**src/rtl/mux7_pkg.sv**
```systemverilog
// Shared constants and types for the 7-input mux round-robin scheduler.
package mux7_pkg;

    localparam int NUM_REQ = 7;
    localparam int SEL_W   = 3;
    localparam int CNT_W   = $clog2(16);

    localparam logic [SEL_W-1:0] SEL_IDLE = 3'b111;

    typedef enum logic {
        ST_IDLE,
        ST_GRANT
    } state_t;

endpackage

```
**src/rtl/rr_pick7.sv**
```systemverilog
// Combinational round-robin picker: finds the first set request bit,
// scanning upward from (last+1) mod 7 and wrapping 6 -> 0.
module rr_pick7
    import mux7_pkg::*;
(
    input  logic [NUM_REQ-1:0] req,
    input  logic [SEL_W-1:0]   last,
    output logic               any,
    output logic [SEL_W-1:0]   idx
);

    logic [3:0] pos;

    // Walk the offsets from farthest to nearest so the nearest match is the one kept.
    always_comb begin
        any = 1'b0;
        idx = SEL_IDLE;
        pos = '0;
        for (int k = NUM_REQ; k >= 1; k--) begin
            pos = 4'(last) + 4'(k);
            if (pos >= 4'(NUM_REQ)) begin
                pos = pos - 4'(NUM_REQ);
            end
            if (pos < 4'(NUM_REQ) && req[pos[2:0]]) begin
                any = 1'b1;
                idx = pos[2:0];
            end
        end
    end

endmodule

```
**src/rtl/mux7_rr_sched.sv**
```systemverilog
// Round-robin scheduler driving the select of a shared 7-to-1 mux.
// Each grant lasts up to HOLD_CYCLES cycles; sel parks on 3'b111 when idle.
module mux7_rr_sched
    import mux7_pkg::*;
#(
    parameter int HOLD_CYCLES = 4
) (
    input  logic               clk,
    input  logic               rst,
    input  logic [NUM_REQ-1:0] req,
    output logic [SEL_W-1:0]   sel,
    output logic [NUM_REQ-1:0] grant,
    output logic               busy
);

    localparam logic [CNT_W-1:0] CNT_LOAD = CNT_W'(HOLD_CYCLES - 1);

    state_t            state;
    logic [CNT_W-1:0]  cnt;
    logic [SEL_W-1:0]  last;
    logic              pick_any;
    logic [SEL_W-1:0]  pick_idx;
    logic              release_now;

    rr_pick7 u_pick (
        .req  (req),
        .last (last),
        .any  (pick_any),
        .idx  (pick_idx)
    );

    // The owner gives up the mux when it stops requesting or its hold budget is spent.
    always_comb begin
        release_now = 1'b0;
        if (state == ST_GRANT) begin
            release_now = !req[sel] || (cnt == '0);
        end
    end

    // Grant FSM with registered outputs; a release re-arbitrates on the same edge.
    always_ff @(posedge clk) begin
        if (rst) begin
            state <= ST_IDLE;
            sel   <= SEL_IDLE;
            grant <= '0;
            busy  <= 1'b0;
            cnt   <= '0;
            last  <= 3'd6;
        end else begin
            case (state)
                ST_IDLE: begin
                    if (pick_any) begin
                        state <= ST_GRANT;
                        sel   <= pick_idx;
                        grant <= 7'b1 << pick_idx;
                        busy  <= 1'b1;
                        cnt   <= CNT_LOAD;
                        last  <= pick_idx;
                    end
                end
                ST_GRANT: begin
                    if (release_now) begin
                        if (pick_any) begin
                            sel   <= pick_idx;
                            grant <= 7'b1 << pick_idx;
                            cnt   <= CNT_LOAD;
                            last  <= pick_idx;
                        end else begin
                            state <= ST_IDLE;
                            sel   <= SEL_IDLE;
                            grant <= '0;
                            busy  <= 1'b0;
                            cnt   <= '0;
                        end
                    end else begin
                        cnt <= cnt - 1'b1;
                    end
                end
                default: begin
                    state <= ST_IDLE;
                    sel   <= SEL_IDLE;
                    grant <= '0;
                    busy  <= 1'b0;
                    cnt   <= '0;
                end
            endcase
        end
    end

endmodule

```
**config.mk**
```make
export PLATFORM = sky130hd
export DESIGN_NAME = mux7_rr_sched
export DESIGN_NICKNAME = d
export VERILOG_FILES = /design/src/rtl/mux7_pkg.sv /design/src/rtl/rr_pick7.sv /design/src/rtl/mux7_rr_sched.sv
export SDC_FILE = /design/constraint.sdc
export NUM_CORES = 1
export LEC_CHECK = 0
export BUFFER_PORTS_ARGS = -buffer_cell sky130_fd_sc_hd__buf_4
export CORE_ASPECT_RATIO = 0.7
export CORE_MARGIN = 2
export CORE_UTILIZATION = 27
export DETAILED_ROUTE_END_ITERATION = 16
export GPL_TIMING_DRIVEN = 0
export HOLD_SLACK_MARGIN = 0.12
export SYNTH_ARGS = -nofsm -noshare
export SYNTH_HDL_FRONTEND = slang
export SYNTH_SLANG_ARGS = --single-unit
```
**constraint.sdc**
```tcl
create_clock -name clk -period 3.9 [get_ports clk]
set_input_delay 0.39 -clock clk [delete_from_list [all_inputs] [get_ports clk]]
set_output_delay 0.39 -clock clk [all_outputs]
set_load 0.1 [all_outputs]
```
==> qor.yml <==
status: "completed"
synth_edf_count: 0
place.port_buffers: 17
layout_commonest_cell: "nor2_1"
r2r-start: "last[2]$_SDFFE_PP1P_"
die_area_um2: 12300
fp.dieH_um: 93.4
detail-route-antenna-nets: 0
worstSkewPairLatency_ns: 0.25
cts_tree: "done"
grt_max_degree: 12
drive_gt1_share_pct: 27.6
start_util_pct: 27.8
antenna_found_initial: 0
antenna_cells: 0
path_depth: 13
worstMarginPinSlew_ns: 0.744
avgSynthCellArea_um2: 7.91
worstPathArrival_ns: 3.99
drt_iter0_drc: 275
synth-adder-area-share_pct: 7.14
synth-xor-area-share_pct: 1.70
hp-class: "flop to flop"
cp_top_family: "compound AO/OA/AOI/OAI gates"
required_ns: 4.09
period_share_pct: 97.4
die_x_um: 132
crit_path_start_kind: "flop"
endpoint_kind: "flop"
setup_viol: 0
r2r-end: "grant[4]$_SDFFE_PP0P_"
slowest_delay_ns: 0.43
slowest_stage: "a2111oi_2"
fin_worst_skew_ns: 0.00290
cts.sinks: 19
reg2reg_slack_ns: 0.10
muxShareOfSynthArea_pct: 11.5
drv_cap: 0
grt_usage_pct: 16.5
synth_top_flop_cell: "dfxtp_1"
slew_headroom_pct: 50.4
gr-total-overflow: 0
crit_buf_inv: 3
vias: 3216
setup_slack_ns: 0.100
place_ws_ns: -0.385
routedWlPerCell_um: 18.0
fmax_ghz: 0.263
synth_top_family_by_area: "compound AO/OA/AOI/OAI gates"
worst-r2r-cell-count: 13
io_pins: 20
cp_max_fo: 10
fin_nets: 447
row_count: 32
yosysUniqueCellTypes: 83
slew_viol_final: 0
hpwl_um: 7650
cts.path.max_buffers: 2
synth_area_um2: 3080
hp-start: "grant[6]$_SDFFE_PP0P_"
area_growth_pct: 21.6
async_flop_share_pct: 0
htreeDepth: 1
drt_first_pass_iters: 4
wl_um: 10300
cts_root_buffer: "clkbuf_16"
holdPathStages: 2
core_um2: 11100
ys_ff_latch: 19
timing.critical_path.cells: "clkbuf_4 -> clkinvlp_4 -> ha_1 -> nor2b_2 -> o21bai_1 -> a2111oi_2 -> a21oi_2 -> a31oi_1 -> and3_1 -> a211oi_4 -> buf_4 -> nor4_4 -> a32o_1"
min_period_ns: 3.80
syn_inst: 390
ys_warn_count: 0
synth_compound_area_share_pct: 31.7
place.gp.congestion: 0.953
grt_first_pass_wirelength_um: 16100
final_cell_mix: "nor2_1, buf_4, nand2_1, a21oi_1, mux2i_1"
worstSetupPathType: "flop to flop"
clkTransAtPathRegs_ns: 0.05
cts_buffers: 3
synthSimpleGateAreaFrac_pct: 26.7
vias_per_cell: 5.61
hold_violations: 0
hold_path_end: "grant[6]$_SDFFE_PP0P_"
seq_area_frac_synth_pct: 12.3
route.detailed.drc: 0
syn-num-nets: 416
grt_pass1_vias: 2910
[logic make-up after synthesis]
family,after synthesis
buffers and inverters,52
and+or+nand+nor,141
muxes,31
AOI/OAI and AO/OA,124
DFF,19
adders and majority gates,17
xor gates and xnor gates,6
[metal layers]
layer | vias to the layer above | share of wire, % | GRT usage (%) | routed length, um
li1 | 1509 | - | - | -
met1 | 1564 | 51 | 25.5 | 5280
met2 | 129 | 41 | 24.3 | 4200
met3 | 14 | 7.1 | 2.66 | 730
met4 | 0 | 1.3 | 1.81 | 137
met5 | - | 0 | 0 | 0
[stage by stage]
step | TNS [ns] | cells | hold slack (ns) | area [um^2] | utilization [%]
2_1_floorplan | 0 | 390 | 0.454 | 3080 | -
3_3_place_gp | -3.55 | 560 | 0.459 | 3400 | 30.7
3_5_place_dp | -4.47 | 560 | 0.463 | 3400 | 30.7
4_1_cts | 0 | 565 | 0.477 | 3540 | 31.9
5_1_grt | -0.0715 | 573 | 0.496 | 3750 | 33.8
6_report | 0 | 573 | 0.478 | 3750 | 33.8
[tightest hold or removal path, stage by stage, from the launching register on]
cell,delay [ns]
dfxtp_1,0.31
nand2b_1,0.06
a21oi_1,0.06
[final cells by class]
type / count / area (um^2)
Fill cell: 1155 / 7340
Multi-Input combinational cell: 319 / 2580
Sequential cell: 19 / 388
Buffer: 31 / 225
Timing Repair Buffer: 26 / 195
Tap cell: 153 / 191
Inverter: 21 / 88.8
Clock buffer: 4 / 78.8
[worst max-delay path by stage]
| stage | slack, ns | from | end |
|---|---|---|---|
| after floorplan | 0.48 | last[1]$_SDFFE_PP1P_ | grant[0]$_SDFFE_PP0P_ |
| after global placement | -0.30 | last[0]$_SDFFE_PP0P_ | cnt[3]$_SDFFE_PP0P_ |
| after detailed placement | -0.38 | last[0]$_SDFFE_PP0P_ | cnt[2]$_SDFFE_PP0P_ |
| after CTS | 0.007 | last[0]$_SDFFE_PP0P_ | busy$_SDFFE_PP0P_ |
| after global routing | -0.03 | last[1]$_SDFFE_PP1P_ | grant[0]$_SDFFE_PP0P_ |
| final | 0.10 | last[2]$_SDFFE_PP1P_ | grant[4]$_SDFFE_PP0P_ |
[cells in the mapped netlist, types with 3 or more instances]
cell type	count	share of area [%]
nand2_1	26	3.2
nor3_1	7	1.1
mux2i_1	23	7.5
nor2b_1	7	1.4
nand2b_1	16	3.2
nand3b_1	9	2.2
clkbuf_1	9	1.1
buf_2	13	2.1
o21ai_0	15	2.4
a21boi_1	3	0.73
buf_6	7	2.6
and2_1	3	0.61
nor4_1	3	0.61
and3_1	3	0.61
nor2_1	32	3.9
o21bai_1	8	1.9
a32o_1	3	0.97
ha_1	16	6.5
a31oi_1	5	1.0
mux4_2	3	2.2
a21oi_1	26	4.2
o21ai_1	5	0.81
a2111oi_2	3	1.5
and3b_1	4	1.1
a311o_1	3	0.97
o221ai_1	3	0.85
o211ai_1	6	1.5
inv_1	20	2.4
o31ai_1	3	0.73
dfxtp_1	19	12
mux2_2	4	1.5
a22o_1	4	1.1
a211o_1	3	0.85
o22ai_1	3	0.61
xnor2_1	4	1.1
nand3_1	6	0.97
nor3b_1	4	0.97
[state kept, by name (all words and copies together) (netlist names)]
| signal | cells |
|---|---|
| last | 3 |
| sel | 3 |
| state | 1 |
| busy | 1 |
| cnt | 4 |
| grant | 7 |
[repair_timing]
action | 4_1_cts | 5_1_grt
resized for setup | 14 | 39
endpoints found under the setup margin | 18 | 18
pin swaps | 3 | 5
gates cloned | 0 | 0
hold buffers | 0 | 0
buffers inserted | 1 | 8
Power is not shown: default switching activity piles up to over one toggle a cycle in this logic, so the estimate is an artifact.
